## src/rtl/interp_pkg.sv

```systemverilog
// Shared types and constants for the interpolator line sequencer: line geometry,
// per-line cycle phase boundaries, pass mode encoding and the sequencer state enum.
package interp_pkg;

    localparam int LINE_LEN = 16;
    localparam int PRE_FILL = 8;
    localparam int TAIL     = 5;
    localparam int RD_LAT   = 1;

    localparam int LINE_CYCLES = PRE_FILL + LINE_LEN + TAIL + RD_LAT;
    localparam int CNT_W       = $clog2(LINE_CYCLES);
    localparam int LINE_W      = $clog2(LINE_LEN);

    typedef logic [CNT_W-1:0]  cycleT;
    typedef logic [LINE_W-1:0] lineT;

    // Phase boundaries within one line, expressed in the counter's own width.
    localparam cycleT STREAM_FIRST = cycleT'(PRE_FILL);
    localparam cycleT TAIL_FIRST   = cycleT'(PRE_FILL + LINE_LEN);
    localparam cycleT DRAIN_FIRST  = cycleT'(PRE_FILL + LINE_LEN + TAIL);
    localparam cycleT T_LAST       = cycleT'(LINE_CYCLES - 1);
    localparam cycleT CAP_FIRST    = cycleT'(PRE_FILL + 5 + RD_LAT);
    localparam cycleT CAP_LAST     = cycleT'(PRE_FILL + 20 + RD_LAT);
    localparam lineT  LINE_LAST    = lineT'(LINE_LEN - 1);

    localparam logic MODE_ROW = 1'b0;
    localparam logic MODE_COL = 1'b1;

    typedef enum logic [2:0] {
        ST_IDLE,
        ST_FILL,
        ST_STREAM,
        ST_TAIL,
        ST_DRAIN
    } seqState;

    // The active phase of a line is a pure function of the cycle counter.
    function automatic seqState phaseOf(input cycleT t);
        if (t < STREAM_FIRST)     return ST_FILL;
        else if (t < TAIL_FIRST)  return ST_STREAM;
        else if (t < DRAIN_FIRST) return ST_TAIL;
        else                      return ST_DRAIN;
    endfunction

endpackage

```

## src/rtl/interp_addr_gen.sv

```systemverilog
// Stride/offset calculator: row mode walks base + line*LINE_LEN + pos, column mode
// walks base + line + pos*LINE_LEN, both wrapping modulo 2^W.
module interp_addr_gen
    import interp_pkg::*;
#(
    parameter int W = 32
) (
    input  logic              mode,
    input  logic [W-1:0]      base,
    input  logic [LINE_W-1:0] line,
    input  logic [LINE_W-1:0] pos,
    output logic [W-1:0]      addr
);

    logic [W-1:0] lineW;
    logic [W-1:0] posW;

    always_comb begin
        lineW = W'(line);
        posW  = W'(pos);
        if (mode == MODE_COL) begin
            addr = base + lineW + posW * W'(LINE_LEN);
        end else begin
            addr = base + lineW * W'(LINE_LEN) + posW;
        end
    end

endmodule

```

## src/rtl/interp_line_sequencer.sv

```systemverilog
// Drives the 8-tap interpolator over a 16x16 tile one edge-padded line at a time.
// Optional pass statistics ports are enabled with the INTERP_SEQ_PERF_EN macro.
module interp_line_sequencer
    import interp_pkg::*;
#(
    parameter int ADDR_W = 32,
    parameter int IDX_W  = 8
) (
    input  logic              clock,
    input  logic              reset_n,
    input  logic              start,
    input  logic              mode,
    input  logic [ADDR_W-1:0] src_base,
    output logic              busy,
    output logic              done,
    output logic              rd_en,
    output logic [ADDR_W-1:0] rd_addr,
    output logic              cap_valid,
    output logic [IDX_W-1:0]  cap_idx,
    output logic [IDX_W-1:0]  line_idx
`ifdef INTERP_SEQ_PERF_EN
    ,
    output logic [31:0]       pass_cycles,
    output logic [15:0]       pass_count
`endif
);

    seqState           state, stateNext;
    cycleT             t, tNext;
    lineT              line, lineNext;
    logic              modeQ, modeNext;
    logic [ADDR_W-1:0] baseQ, baseNext;
    logic              doneNext;

    logic              rdEnNext;
    logic              capNext;
    lineT              kNext;
    lineT              rNext;
    logic [ADDR_W-1:0] addrNext;
    logic [IDX_W-1:0]  idxNext;

    // NOTE: every variable gets a default before the case logic so no path can
    // leave one unassigned and infer a latch.
    always_comb begin
        stateNext = state;
        tNext     = t;
        lineNext  = line;
        modeNext  = modeQ;
        baseNext  = baseQ;
        doneNext  = 1'b0;

        if (state == ST_IDLE) begin
            if (start) begin
                modeNext  = mode;
                baseNext  = src_base;
                lineNext  = '0;
                tNext     = '0;
                stateNext = ST_FILL;
            end
        end else if (t == T_LAST) begin
            tNext = '0;
            if (line == LINE_LAST) begin
                stateNext = ST_IDLE;
                lineNext  = '0;
                doneNext  = 1'b1;
            end else begin
                lineNext  = line + 1'b1;
                stateNext = ST_FILL;
            end
        end else begin
            tNext     = t + 1'b1;
            stateNext = phaseOf(tNext);
        end
    end

    // Outputs are registered, so they are derived from the next-cycle state.
    always_comb begin
        rdEnNext = (stateNext == ST_FILL) || (stateNext == ST_STREAM) || (stateNext == ST_TAIL);
        capNext  = (stateNext != ST_IDLE) && (tNext >= CAP_FIRST) && (tNext <= CAP_LAST);
        rNext    = lineT'(tNext - CAP_FIRST);
        case (stateNext)
            ST_STREAM: kNext = lineT'(tNext - STREAM_FIRST);
            ST_TAIL:   kNext = LINE_LAST;
            default:   kNext = '0;
        endcase
    end

    interp_addr_gen #(.W(ADDR_W)) rdAddrGen (
        .mode (modeNext),
        .base (baseNext),
        .line (lineNext),
        .pos  (kNext),
        .addr (addrNext)
    );

    interp_addr_gen #(.W(IDX_W)) capIdxGen (
        .mode (modeNext),
        .base ({IDX_W{1'b0}}),
        .line (lineNext),
        .pos  (rNext),
        .addr (idxNext)
    );

    // NOTE: sequential state uses non-blocking assignments so every register
    // samples the pre-edge values regardless of statement order.
    always_ff @(posedge clock) begin
        if (!reset_n) begin
            state     <= ST_IDLE;
            t         <= '0;
            line      <= '0;
            modeQ     <= MODE_ROW;
            baseQ     <= '0;
            busy      <= 1'b0;
            done      <= 1'b0;
            rd_en     <= 1'b0;
            rd_addr   <= '0;
            cap_valid <= 1'b0;
            cap_idx   <= '0;
            line_idx  <= '0;
        end else begin
            state     <= stateNext;
            t         <= tNext;
            line      <= lineNext;
            modeQ     <= modeNext;
            baseQ     <= baseNext;
            busy      <= (stateNext != ST_IDLE);
            done      <= doneNext;
            rd_en     <= rdEnNext;
            rd_addr   <= rdEnNext ? addrNext : '0;
            cap_valid <= capNext;
            cap_idx   <= capNext ? idxNext : '0;
            line_idx  <= IDX_W'(lineNext);
        end
    end

`ifdef INTERP_SEQ_PERF_EN
    always_ff @(posedge clock) begin
        if (!reset_n) begin
            pass_cycles <= '0;
            pass_count  <= '0;
        end else begin
            if (state == ST_IDLE && start) begin
                pass_cycles <= '0;
            end else if (state != ST_IDLE) begin
                pass_cycles <= pass_cycles + 32'd1;
            end
            if (doneNext && pass_count != 16'hFFFF) begin
                pass_count <= pass_count + 16'd1;
            end
        end
    end
`endif

endmodule

```

## config.mk

```make
export PLATFORM = sky130hd
export DESIGN_NAME = interp_line_sequencer
export DESIGN_NICKNAME = d
export VERILOG_FILES = /design/src/rtl/interp_pkg.sv /design/src/rtl/interp_addr_gen.sv /design/src/rtl/interp_line_sequencer.sv
export SDC_FILE = /design/constraint.sdc
export NUM_CORES = 1
export LEC_CHECK = 0
export CAP_MARGIN = 20
export CORE_UTILIZATION = 45
export CTS_BUF_LIST = sky130_fd_sc_hd__clkbuf_16
export CTS_CLUSTER_SIZE = 28
export DETAILED_ROUTE_END_ITERATION = 10
export PLACE_DENSITY = 0.79
export SLEW_MARGIN = 20
export SYNTH_ARGS = -nofsm -noshare
export SYNTH_HDL_FRONTEND = slang
export SYNTH_HIERARCHICAL = 1
export SYNTH_SLANG_ARGS = --single-unit
```

## constraint.sdc

```tcl
create_clock -name clock -period 8.55 [get_ports clock]
set_clock_uncertainty 0.1 [all_clocks]
set_input_delay 2.565 -clock clock [delete_from_list [all_inputs] [get_ports clock]]
set_output_delay 2.565 -clock clock [all_outputs]
set_load 0.02 [all_outputs]
```

# Word level (Yosys, flattened, before mapping)
# Index checks and enable logic that the tools add are counted.
word_totals:
  regBits: 93
  input_bits: 36
  out_inout_bits: 52
  word_cells: 65
classes:
  add_sub_neg: 10
  order_cmp: 5
  eq_ne: 5
  muxes: 22
  bitwise_logic: 2
  n_reduce_logical: 9
op_table:
  columns: ["op", "n"]
  rows:
  - ["32-bit 2-to-1 mux", 3]
  - ["32-bit by 4-bit adder with 32-bit output", 2]
  - ["32-bit by 8-bit adder with 32-bit output", 2]
  - ["3-bit 2-to-1 mux", 6]
  - ["4-bit 2-to-1 mux", 4]
  - ["5-bit 2-to-1 mux", 3]
  - ["5-bit less-than comparator, second input constant", 2]
  - ["4-bit by 8-bit adder with 8-bit output", 1]
  - ["8-bit by 4-bit adder with 8-bit output", 1]
  - ["8-bit 2-to-1 mux", 1]
  - ["4-bit case mux with 2 select lines", 1]
  - ["4-bit subtractor, second input constant", 2]
  - ["3-bit by 2-bit == test with 1-bit output, second input constant", 2]
  - ["5-bit by 1-bit adder with 5-bit output, second input constant", 1]
  - ["5-bit == test, second input constant", 1]
  - ["5-bit by 4-bit greater-or-equal comparator with 1-bit output, second input constant", 1]
  - ["5-bit less-or-equal comparator, second input constant", 1]
  - ["5-bit by 4-bit less-than comparator with 1-bit output, second input constant", 1]
  - ["4-bit by 1-bit adder with 4-bit output, second input constant", 1]
  - ["4-bit == test, second input constant", 1]
  - ["1-bit 2-to-1 mux", 4]
  - ["2-bit AND reduction", 2]
  - ["3-bit by 1-bit == test with 1-bit output, second input constant", 1]
  - ["3-bit logical NOT", 1]
  - ["other kinds (5)", 8]

# Logic depth before layout (Yosys ltp)
# Gate-level depths: netlist (run 1).
logic_depth:
  word_depth: 11
  mapped_depth: 17
  mapped_depth_nobuf: 17

# By module
# Netlist (run 1), hierarchy kept.
by_module_without_submodules:
  columns: ["mod", "n_inst", "cells_per_inst", "area_per_inst_um2", "seq_area_each_um2"]
  rows:
  - ["interp_line_sequencer", 1, 387, 3437.0, 1781.7]
  - ["interp_addr_gen at rdAddrGen", 1, 168, 1273.7, 0.0]
  - ["interp_addr_gen at capIdxGen", 1, 101, 817.0, 0.0]

# Least setup slack after synthesis (run 1)
# OpenSTA, ideal clock, no wires.
synth_path:
  path_kind: "input -> register"
  startpoint: "in start"
  endpoint: "reg rd_addr[14]"
  setup_time_ns: 0.115
  t_arrival_ns: 4.960
  required_time_ns: 8.335
  path_slack_ns: 3.375
  stages: 14
  path_buffers: 2
  path_cell_list: "and2_1 clkbuf_1 o41ai_2 a21oi_1 ha_1 fa_1 a21oi_1 o21ai_0 nand2b_1 a32oi_2 buf_6 nand4_1 xnor2_1 and2_1"
synth_between:
  elab_chain_cells: 6
  elab_cells_between_ends: 23
  cone_classes: "add/sub: 5; eq/ne: 3; mux: 12; reduce/logical: 3"
synth_lines:
  columns: ["element", "line_no", "text"]
  rows:
  - ["start, declared", "interp_line_sequencer.sv:11", "input logic start,"]
  - ["5-bit 2-to-1 mux or 3-bit 2-to-1 mux (tied branches)", "interp_line_sequencer.sv:53", "if (start) begin"]
  - ["5-bit 2-to-1 mux or 3-bit 2-to-1 mux (tied branches)", "interp_line_sequencer.sv:52", "if (state == ST_IDLE) begin"]
  - ["4-bit subtractor or 3-bit by 2-bit == test with 1-bit output (tied branches)", "interp_line_sequencer.sv:82, interp_line_sequencer.sv:81", null]
  - ["4-bit case mux with 2 select lines (*)", "interp_line_sequencer.sv:81", "case (stateNext)"]
  - ["net kNext[0]", "interp_line_sequencer.sv:37", "lineT kNext;"]
  - ["32-bit by 4-bit adder with 32-bit output or 32-bit by 8-bit adder with 32-bit output (tied branches)", "interp_addr_gen.sv:24, interp_addr_gen.sv:22", null]
  - ["32-bit 2-to-1 mux (*)", "interp_addr_gen.sv:21", "if (mode == MODE_COL) begin"]
  - ["net addrNext[14]", "interp_line_sequencer.sv:39", "logic [ADDR_W-1:0] addrNext;"]
  - ["end signal, assigned", "interp_line_sequencer.sv:129", "rd_addr <= rdEnNext ? addrNext : '0;"]
  - ["end, declared", "interp_line_sequencer.sv:17", "output logic [ADDR_W-1:0] rd_addr,"]
# Mark *: on every way through the listed nets, which the timed path passes. The rest lies on a longest branch.
# A chain may end at the register's enable or synchronous reset.

# Final worst setup path (run 1)
layout_path:
  startpoint: "in start"
  endpoint: "reg rd_addr[22]"
# Same word-level chain as after synthesis.

==> flow_summary.json, run 1 <==
{
  "die_h_um": 113,
  "status": "finished, final reports clean",
  "worstPathMaxFanout": 34,
  "synth_flop_cell": "dfxtp_1",
  "nNetsFinal": 827,
  "postCtsSetupRepairBufs": 0,
  "wl_met1_um": 6130,
  "track_usage_pct": 22.1,
  "final_cells": 904,
  "critPathCaptureType": "flop",
  "p_leak_nw": 2.94,
  "rrSetupSlack_ps": 4120,
  "p_per_area_nw_per_um2": 158,
  "die_w_um": 113,
  "synth_area_per_cell_um2": 8.43,
  "synth_area_leaders": "dfxtp_1, nand2_1, and2_1",
  "ant_nets": 0,
  "num_vias": 4768,
  "grt_max_degree": 45,
  "postCtsHoldBufs": 0,
  "clkLatencyLatePin_ps": 350,
  "fillers": 1081,
  "worstReg2RegStart": "t[0]",
  "cts_resized": 0,
  "max_slew_margin_pct": 51.0,
  "crit_type": "input port to flop",
  "drc": 0,
  "yosysWarnings": 6,
  "wl_met2_um": 6470,
  "cts_tree": "yes",
  "postPlaceCellArea_um2": 6520,
  "seq_area_frac_synth_pct": 32.2,
  "synthDistinctLibCells": 72,
  "htree_num_levels": 3,
  "rsz0062_at_grt": "no",
  "slew_viol_final": 0,
  "drive_gt1_share_pct": 8.72,
  "cp_data_required_time_ps": 8700,
  "hpwl_um": 9780,
  "design_area_um2": 6840,
  "ios": 88,
  "initial_core_util_pct": 46.0,
  "wl_met3_um": 592,
  "finalSetupViolations": 0,
  "first_iter_violations": 257,
  "clock_tree.buffer_depth": 2,
  "max_freq_mhz": 161,
  "endpoint": "rd_addr[22]",
  "reg2reg_to": "rd_addr[22]",
  "hold_viol_final": 0,
  "clock_sink_count": 89,
  "gp_congestion": 0.928,
  "routed_via_density": 5.27,
  "areaGrowthSynthToFinish_pct": 23.7,
  "yosys_register_bits": 89,
  "gr-total-overflow": 0,
  "clk_pin_slew_ps": 70,
  "antenna_cells": 0,
  "yosysTopAreaCell": "dfxtp_1",
  "wl_um": 13500,
  "yosys.area.top_type_share_pct": 32.2,
  "antenna_found_initial": 0,
  "crit_start": "start",
  "hp-class": "flop to flop",
  "fin_setup_tns_ps": 0,
  "dpl.cell_count": 888,
  "layout_common_cells": "nand2_1, dfxtp_1, clkdlybuf4s50_1",
  "fin_crit_sh_pct": 72.7,
  "synthCells": 656,
  "rows": 40,
  "wl_per_cell_um": 14.9,
  "async_flop_share_pct": 0,
  "cts_buffers": 9,
  "min_period_ps": 6210,
  "grt_pass1_vias": 4676,
  "clockRootBuffer": "clkbuf_16",
  "top_layer_used": "met4",
  "ff2ff_path_depth": 15,
  "ir_worst_vdd_v": 0.000105,
  "synth.cell_area_um2": 5530,
  "synth_edf_count": 0,
  "port-buffer-count": 83,
  "start_kind": "input port",
  "maxCapViolations": 0,
  "mostFrequentLayoutCell": "nand2_1",
  "worst_ep_arrival_time_ps": 6360,
  "core_um2": 12000,
  "tightest_slew_ps": 733,
  "grt_pass1_wl_um": 22100,
  "die_area_um2": 12700,
  "drt_first_pass_iters": 5
}
## cell families (layout without fill, tap and decap cells)
logic type | count (synthesis) | in the layout | synth area share, %
simple gates | 333 | 333 | 32.4
compound gates | 92 | 92 | 12.7
flops | 89 | 89 | 32.2
buf+inv | 47 | 122 | 4.23
xor+xnor | 45 | 45 | 7.13
fa+ha+maj | 39 | 39 | 9.37
mux | 10 | 10 | 1.90
other cells | 1 | 27 | 0.0678
## flip-flops by register name, summed over array words and instances (netlist names)
register   flops
cap_valid      1
done           1
cap_idx        8
rd_en          1
t              5
line           4
rd_addr       32
modeQ          1
state          3
busy           1
baseQ         32
## where the power goes
part / total (mW) / internal [mW] / switching (mW)
Combinational: 0.213 / 0.0916 / 0.122
Clock: 0.430 / 0.256 / 0.174
Sequential: 0.441 / 0.434 / 0.00682
Total: 1.08 / 0.782 / 0.302
## per-stage QoR
step           utilization [%]  hold WS (ps)  power, mW  setup WS (ps)
4_1_cts                   56.9           499       1.09           2400
5_1_grt                   56.9           541       1.13           2040
2_1_floorplan                -           441      0.597           3370
6_report                  56.9           496       1.08           2340
3_5_place_dp              54.3           482      0.660           2050
3_3_place_gp              54.3           462      0.655           2200
## Yosys cell counts (3+ instances only)
cell and n:
nand2_1 130, dfxtp_1 89, and2_1 75, ha_1 35
nor2_1 32, a21oi_1 26, xnor2_1 24, xor2_1 21
nand3_1 20, clkbuf_1 17, inv_1 17, o21ai_0 14
nor3b_2 10, nand4_1 9, nor2_2 8, nor2b_1 8
nor3b_1 8, o21ai_1 7, mux2i_1 6, nor3_1 6
o21bai_1 6, buf_6 5, a21o_1 4, and4_1 4
buf_2 4, buf_4 4, fa_1 4, mux2_2 4
and3_1 3, or3_1 3
## per-layer routing
| metal | global-route usage, % | vias up |
|---|---|---|
| met4 | 9.69 | 0 |
| met5 | 0 | - |
| li1 | - | 2383 |
| met3 | 4.18 | 17 |
| met1 | 27.8 | 2244 |
| met2 | 36.9 | 124 |
## how the worst min path moves through the flow
stage	from	to	slack, ps	cells past startpoint
floorplan	baseQ[31]	baseQ[31]	440	3
global placement	baseQ[31]	baseQ[31]	460	3
detailed placement	baseQ[7]	baseQ[7]	480	3
CTS	baseQ[12]	baseQ[12]	500	3
global route	baseQ[28]	baseQ[28]	540	3
finish	baseQ[12]	baseQ[12]	500	3
## critical path: stages
cell,delay [ps]
clkdlybuf4s50_1,520
and2_1,190
buf_4,250
o41ai_2,640
a21oi_1,220
ha_1,390
nand2_1,110
o21ai_1,200
nand4_1,160
a32oi_2,590
nand4_1,230
xnor2_1,170
and2_1,130
## final cells by class
type / count / area (µm²) / share of cell area (%)
Sequential cell: 89 / 1780 / 26.1
Clock inverter: 7 / 92.6 / 1.35
Tap cell: 147 / 184 / 2.69
Inverter: 17 / 63.8 / 0.933
Clock buffer: 9 / 225 / 3.29
Multi-Input combinational cell: 546 / 3620 / 52.9
Timing Repair Buffer: 89 / 876 / 12.8
No activity file was read; power rests on OpenSTA's default activity.
==> run 2, diff against run 1 <==
clock period = 6.5 ns   (was 8.55 ns; I/O delays follow)
==> run 2 against run 1 <==
Effect of this change:
- hold slack worse by 1.1 ps
- critical path depth down 1
- register-to-register slack got worse by 2100 ps
- critical endpoint is now rd_addr[30]
- wire length grew 1.7%
- flip-flop and latch count unchanged
==> flow_summary.json, run 2 (synthesized netlist as in run 1, its figures left out) <==
{
  "postCtsHoldBufs": 0,
  "p_per_area_nw_per_um2": 202,
  "crit_slowest_cell": "a32oi_2",
  "htree_num_levels": 3,
  "layout_common_cells": "nand2_1, dfxtp_1, clkdlybuf4s50_1",
  "drt_first_pass_iters": 7,
  "fin_crit_sh_pct": 85.5,
  "grt_pass1_wl_um": 22400,
  "rows": 40,
  "status": "finished, final reports clean",
  "core_um2": 12000,
  "fin_setup_tns_ps": 0,
  "rsz0062_at_grt": "no",
  "port-buffer-count": 83,
  "clock_sink_count": 89,
  "p_leak_nw": 2.92,
  "cp_data_required_time_ps": 6660,
  "worstPathMaxFanout": 12,
  "wl_per_cell_um": 15.1,
  "slew_viol_final": 0,
  "grt_pass1_vias": 4659,
  "cts_buffers": 9,
  "grt_max_degree": 45,
  "ff2ff_path_depth": 15,
  "worstReg2RegStart": "t[0]",
  "gr-total-overflow": 0,
  "path_common_cell": "a21oi_1",
  "drc": 0,
  "hold_viol_final": 0,
  "areaGrowthSynthToFinish_pct": 23.4,
  "postCtsSetupRepairBufs": 0,
  "first_iter_violations": 218,
  "max_slew_margin_pct": 50.3,
  "rrSetupSlack_ps": 2020,
  "hold_slack_ps": 495,
  "start_kind": "input port",
  "antenna_found_initial": 0,
  "dpl.cell_count": 888,
  "die_area_um2": 12700,
  "max_freq_mhz": 180,
  "min_period_ps": 5560,
  "ir_worst_vdd_v": 0.000124,
  "antenna_cells": 0,
  "wl_um": 13700,
  "min_to": "baseQ[28]",
  "drive_gt1_share_pct": 8.98,
  "finalSetupViolations": 0,
  "track_usage_pct": 22.4,
  "clk_pin_slew_ps": 70,
  "cts_resized": 0,
  "gp_congestion": 0.893,
  "tightest_slew_ps": 744,
  "ant_nets": 0,
  "clkLatencyLatePin_ps": 360,
  "ios": 88,
  "cpPeakStageDelay_ps": 620,
  "worst_ep_arrival_time_ps": 5710,
  "die_w_um": 113,
  "mostFrequentLayoutCell": "nand2_1",
  "crit_start": "start",
  "clock_tree.buffer_depth": 2,
  "crit_type": "input port to flop",
  "die_h_um": 113,
  "worstHoldPathCells": 3,
  "num_vias": 4761,
  "clockRootBuffer": "clkbuf_16",
  "nNetsFinal": 827,
  "routed_via_density": 5.27,
  "path_cells": "clkdlybuf4s50_1 -> nor4_1 -> a21oi_1 -> a21oi_1 -> fa_1 -> a21oi_1 -> o21ai_0 -> nand2b_1 -> a32oi_2 -> nand4_1 -> xnor2_1 -> and2_1",
  "cts_tree": "yes",
  "hp-class": "flop to flop",
  "hpwl_um": 10200,
  "reg2reg_to": "rd_addr[30]",
  "critPathCaptureType": "flop",
  "initial_core_util_pct": 46.0,
  "final_cells": 904,
  "reg.largest.list": "baseQ: 32 flops, rd_addr: 32 flops, cap_idx: 8 flops",
  "hold_start": "baseQ[28]",
  "maxCapViolations": 0
}
-- run 2: cell types whose count changed in the layout (fill, tap and decap cells not counted) --
| cell | delta |
|---|---|
| clkinv_1 | -1 |
| bufinv_16 | -2 |
| inv_1 | -1 |
| clkinv_8 | +1 |
| clkinv_4 | +2 |
| inv_6 | -1 |
| inv_8 | +2 |
-- run 2: stage by stage --
step,power [mW],util [%],setup slack [ps],instance area [µm²]
3_5_place_dp,0.870,54.3,610,6520
6_report,1.38,56.8,941,6820
2_1_floorplan,0.785,-,1940,5630
5_1_grt,1.44,56.8,756,6820
3_3_place_gp,0.865,54.3,814,6520
4_1_cts,1.39,56.8,978,6820
-- run 2: area by class of cell --
type,count,area (µm²)
multi-input cells,546,3620
flip-flops and latches,89,1780
clock inverters,7,72.6
repair buffers,89,876
clock buffers,9,225
well taps,147,184
inverters,17,63.8
fillers,1091,5190
-- run 2: worst max-delay path, delay by kind of cell --
| kind | cells | cell delay, ps |
|---|---|---|
| AO/OA/AOI/OAI | 5 | 1670 |
| buffers and inverters | 1 | 520 |
| adder cells (fa/ha/maj) | 1 | 280 |
| XOR/XNOR | 1 | 190 |
| AND/OR/NAND/NOR | 4 | 1090 |
-- run 2: worst max-delay path by stage --
stage	to	slack, ps	cells after the start
2_1_floorplan	rd_addr[14]	1940	14
3_3_place_gp	rd_addr[14]	810	12
3_5_place_dp	rd_addr[30]	610	12
4_1_cts	rd_addr[30]	980	12
5_1_grt	rd_addr[14]	760	12
6_report	rd_addr[30]	940	12
-- run 2: power breakdown --
part / leakage, nW / total, mW / internal, mW / switching [mW]
sequential: 0.727 / 0.579 / 0.571 / 0.00844
clock: 0.143 / 0.520 / 0.271 / 0.250
combinational: 2.05 / 0.281 / 0.120 / 0.161
total: 2.92 / 1.38 / 0.962 / 0.419
-- run 2: routing by layer --
layer  wire [µm]  vias to the layer above  GRT usage [%]
li1            -                     2390              -
met2        6520                      124           37.9
met5           0                        -              0
met1        6280                     2226           28.2
met3         609                       21           4.34
met4         278                        0           8.71
==> run 3, diff against run 2 <==
CELL_PAD_IN_SITES_DETAIL_PLACEMENT = 1   (was default)
CELL_PAD_IN_SITES_GLOBAL_PLACEMENT = 2   (was default)
CORE_UTILIZATION = 32   (was 45)
PLACE_DENSITY = 0.9   (was 0.79)
==> run 3 against run 2 <==
Effect of this change:
- cell count is 8.4% higher
- first-iteration DRC count grew 22%
- count of clock-buffer cells in the layout unchanged
- combinational power rose by 4%
- total power is 1.3% higher
- via count grew 1.8%
- maximum frequency down 1.6%
- wire length is 20% higher
- flip-flop and latch count unchanged
- die area rose by 40%
- utilization shrank 15 points
==> flow_summary.json, run 3 (synthesized netlist as in run 1, its figures left out) <==
{
  "slew_viol_final": 0,
  "critPathCaptureType": "flop",
  "start_kind": "input port",
  "grt_pass1_vias": 5212,
  "clk_pin_slew_ps": 70,
  "cp_data_required_time_ps": 6650,
  "initial_core_util_pct": 33.1,
  "p_leak_nw": 2.93,
  "routed_via_density": 4.95,
  "gr-total-overflow": 0,
  "port-buffer-count": 83,
  "first_iter_violations": 267,
  "wl_um": 16400,
  "htree_num_levels": 3,
  "hpwl_um": 12100,
  "fillers": 2025,
  "nNetsFinal": 830,
  "mostFrequentLayoutCell": "nand2_1",
  "hold_slack_ps": 496,
  "seqCellArea_um2": 1780,
  "cts_buffers": 9,
  "core_um2": 16700,
  "areaGrowthSynthToFinish_pct": 25.4,
  "clock_sink_count": 89,
  "clockRootBuffer": "clkbuf_16",
  "ant_nets": 0,
  "maxCapViolations": 0,
  "cts_resized": 0,
  "grt_max_degree": 45,
  "antenna_cells": 0,
  "crit_type": "input port to flop",
  "worstPathMaxFanout": 12,
  "cpPeakStageDelay_ps": 660,
  "layout_common_cells": "nand2_1, dfxtp_1, clkdlybuf4s50_1",
  "ios": 88,
  "crit_slowest_cell": "nor4_1",
  "die_w_um": 133,
  "fin_setup_tns_ps": 0,
  "worst_ep_arrival_time_ps": 5800,
  "track_usage_pct": 19.4,
  "die_area_um2": 17800,
  "ff2ff_path_depth": 14,
  "rsz0062_at_grt": "no",
  "tightest_slew_ps": 876,
  "status": "finished, final reports clean",
  "finalPower_mw": 1.40,
  "multi_input_area_um2": 3620,
  "hold_viol_final": 0,
  "antenna_found_initial": 0,
  "p_per_area_nw_per_um2": 202,
  "worstHoldPathCells": 3,
  "postCtsHoldBufs": 0,
  "postCtsSetupRepairBufs": 0,
  "gp_congestion": 0.888,
  "max_slew_margin_pct": 41.1,
  "num_vias": 4849,
  "fin_crit_sh_pct": 86.9,
  "clkLatencyLatePin_ps": 350,
  "drt_first_pass_iters": 4,
  "reg.largest.list": "baseQ: 32 flops, rd_addr: 32 flops, cap_idx: 8 flops",
  "finalSetupViolations": 0,
  "die_h_um": 133,
  "min_period_ps": 5650,
  "hp-class": "flop to flop",
  "path_cells": "clkdlybuf4s50_1 -> nor4_1 -> a22oi_1 -> and2_1 -> a21oi_1 -> ha_1 -> a21oi_1 -> o21ai_0 -> nand2b_1 -> a32oi_2 -> nand4_1 -> xnor2_1 -> and2_1",
  "drive_gt1_share_pct": 9.34,
  "clock_tree.buffer_depth": 2,
  "grt_pass1_wl_um": 27200,
  "ir_worst_vdd_v": 0.000140,
  "max_freq_mhz": 177,
  "drc": 0,
  "wl_per_cell_um": 16.7,
  "rows": 47,
  "cts_tree": "yes"
}
-- run 3: worst max-delay path: cells and delay by family --
family,cells,cell delay (ps)
and+or+nand+nor,5,1370
xor gates and xnor gates,1,170
buffers and inverters,1,530
adders and majority gates,1,240
AOI/OAI and AO/OA,5,1530
-- run 3: path summary, 6_finish.rpt --
kind	startpoint	endpoint	slack [ps]
worst max register to register	t[0]	rd_addr[30]	1980
worst min-delay path	baseQ[31]	baseQ[31]	500
worst max-delay path	start	rd_addr[30]	850
worst min register to register	baseQ[31]	baseQ[31]	500
-- run 3: stage by stage --
stage / area (µm²) / worst slack, ps / cells / util [%]
finish: 6930 / 852 / 980 / 41.5
global route: 6930 / 374 / 980 / 41.5
CTS: 6930 / 947 / 980 / 41.5
detailed placement: 6640 / 583 / 964 / 39.7
global placement: 6640 / 703 / 964 / 39.7
floorplan: 5630 / 1940 / 682 / -
-- run 3: where the power goes --
part | leakage (nW) | switching, mW | internal, mW | total (mW)
sequential | 0.727 | 0.00924 | 0.571 | 0.580
combinational | 2.07 | 0.169 | 0.121 | 0.291
clock | 0.139 | 0.258 | 0.271 | 0.529
total | 2.93 | 0.437 | 0.963 | 1.40
-- run 3: final cells by class --
class / instances / share of cell area [%]
Timing Repair Buffer: 92 / 13.0
Inverter: 17 / 0.921
Clock inverter: 7 / 1.03
Multi-Input combinational cell: 546 / 52.2
Tap cell: 220 / 3.97
Clock buffer: 9 / 3.25
Sequential cell: 89 / 25.7
-- run 3: layer usage --
| layer | global-route usage, % | wire length (µm) | share of wire (%) | up-vias |
|---|---|---|---|---|
| met3 | 3.73 | 663 | 4.1 | 19 |
| li1 | - | - | - | 2385 |
| met2 | 33.3 | 7960 | 49 | 101 |
| met1 | 24.6 | 7490 | 46 | 2344 |
| met4 | 5.24 | 246 | 1.5 | 0 |
| met5 | 0 | 0 | 0 | - |
==> variant: new RTL, flow settings as in run 3 <==
Register the input `src_base` before use, with the module's reset. The logic sees it one clock later. The other inputs are not delayed to match.
--- a/src/rtl/interp_line_sequencer.sv
+++ b/src/rtl/interp_line_sequencer.sv
@@ -25,4 +25,14 @@
 `endif
 );
+
+    logic [ADDR_W-1:0] src_base_q;
+
+    always_ff @(posedge clock) begin
+        if (!reset_n) begin
+            src_base_q <= '0;
+        end else begin
+            src_base_q <= src_base;
+        end
+    end
 
     seqState           state, stateNext;
@@ -53,5 +63,5 @@
             if (start) begin
                 modeNext  = mode;
-                baseNext  = src_base;
+                baseNext  = src_base_q;
                 lineNext  = '0;
                 tNext     = '0;
Function: changed (Yosys sat finds a counterexample within 4 cycles, from zero or initial values and one cycle with reset_n low).
==> variant against run 3 <==
Sequential cell count grew 32. Power grew 39%. Routed wire length grew 1.8%. Hold slack lost 15 ps. Worst setup slack gained 120 ps. Final area grew 16%. Synthesized area grew 15%. Critical path type unchanged. Largest cell class unchanged.
==> variant: results (changes against run 3) <==
- Status: finished, final reports clean (unchanged)
- CP Data Arrival Time: 5740 ps (was 5800 ps)
- Measured slew at the worst slew-check pin: 750.4 ps (was 876.5 ps)
- Clk_lat worst skew: 420 ps (was 350 ps)
- DR iter-0 viols: 246 (was 267)
- Post-CTS sizing: 0 (unchanged)
- Cts bufs inserted: 17 (was 9)
- Area growth syn-to-layout: 26.56% (was 25.40%)
- Post-synth top cells: nand2_1, dfxtp_1, and2_1, ha_1, nor2_1 (unchanged)
- Layout cells sized above 1: 9.785% (was 9.342%)
- H-tree levels: 4 (was 3)
- Leak pwr: 3.421 nW (was 2.935 nW)
- Maximum vdd drop: 0.1972 mV (was 0.1403 mV)
- Synth cell types: 71 (was 72)
- Sequential logic power: 0.000780 W (was 0.000580 W)
- Routed WL per cell: 15.11 µm (was 16.70 µm)
- Nets: 900 (was 830)
- Register area share after synthesis: 37.98% (was 32.23%)
- Clock network fraction of design power: 47.0% (was 37.8%)
- Input/output buffers: 83 (unchanged)
- DR vias/cell: 4.709 (was 4.948)
- Largest net degree at the start of global routing: 77 (was 45)
- Vias in the first global route: 5,376 (was 5,212)
- Gr usage total: 17.35% (was 19.37%)
- Largest registers: baseQ x32, rd_addr x32, src_base_q x32 (was baseQ x32, rd_addr x32, cap_idx x8)
- Int Pwr: 0.001410 W (was 0.0009627 W)
- DP Worst Slack: 693.4 ps (was 582.6 ps)
- Area contributors post-synth: dfxtp_1, and2_1, nand2_1 (was dfxtp_1, nand2_1, and2_1)
- Gp weighted congestion: 0.8163 (was 0.8883)
[variant: area by class of cell]
cell class	count	area (µm²)
Sequential cell	121	2422
Tap cell	265	331.6
Clock buffer	17	425.4
Clock inverter	15	141.4
Timing Repair Buffer	90	878.3
Multi-Input combinational cell	578	3809
Fill cell	2316	11450
Inverter	17	63.81
[variant: logic make-up after synthesis]
logic type                 after synthesis  synth area share, %
buffers and inverters                   51                3.924
muxes                                   10                1.648
xor gates and xnor gates                45                6.180
other                                    1              0.05880
DFF                                    121                37.98
AOI/OAI and AO/OA                       92                10.85
adders and majority gates               39                8.122
and+or+nand+nor                        365                31.23
[variant: through the flow]
stage | utilization, % | total power (W) | std cells
2_1_floorplan | - | 0.0009664 | 750
3_3_place_gp | 38.43 | 0.001043 | 1071
3_5_place_dp | 38.43 | 0.001047 | 1071
4_1_cts | 41.34 | 0.001977 | 1103
5_1_grt | 41.34 | 0.002036 | 1103
6_report | 41.34 | 0.001945 | 1103
[variant: critical path, cell delays in order]
cell	delay (ps)
clkdlybuf4s50_1	530
nor4_1	590
a22oi_1	250
and2_1	260
a21oi_1	270
ha_1	240
a21oi_1	100
o21ai_0	290
nand2b_1	110
a32oi_2	620
nand3_1	210
xnor2_1	180
and2_1	130
[variant: final timing paths]
kind,from,endpoint,slack [ps],cells after the start
worst min-delay path,baseQ[31],baseQ[31],480,3
worst max-delay path,start,rd_addr[18],970,13
worst max register to register,t[0],rd_addr[18],1840,15
worst min register to register,baseQ[31],baseQ[31],480,3
[variant: metal layers]
metal	vias up	track usage [%]	part of all wire (%)
li1	2606	-	-
met1	2483	21.74	46
met2	87	29.50	49
met3	18	3.320	3.4
met4	0	6.112	1.4
met5	-	0	0
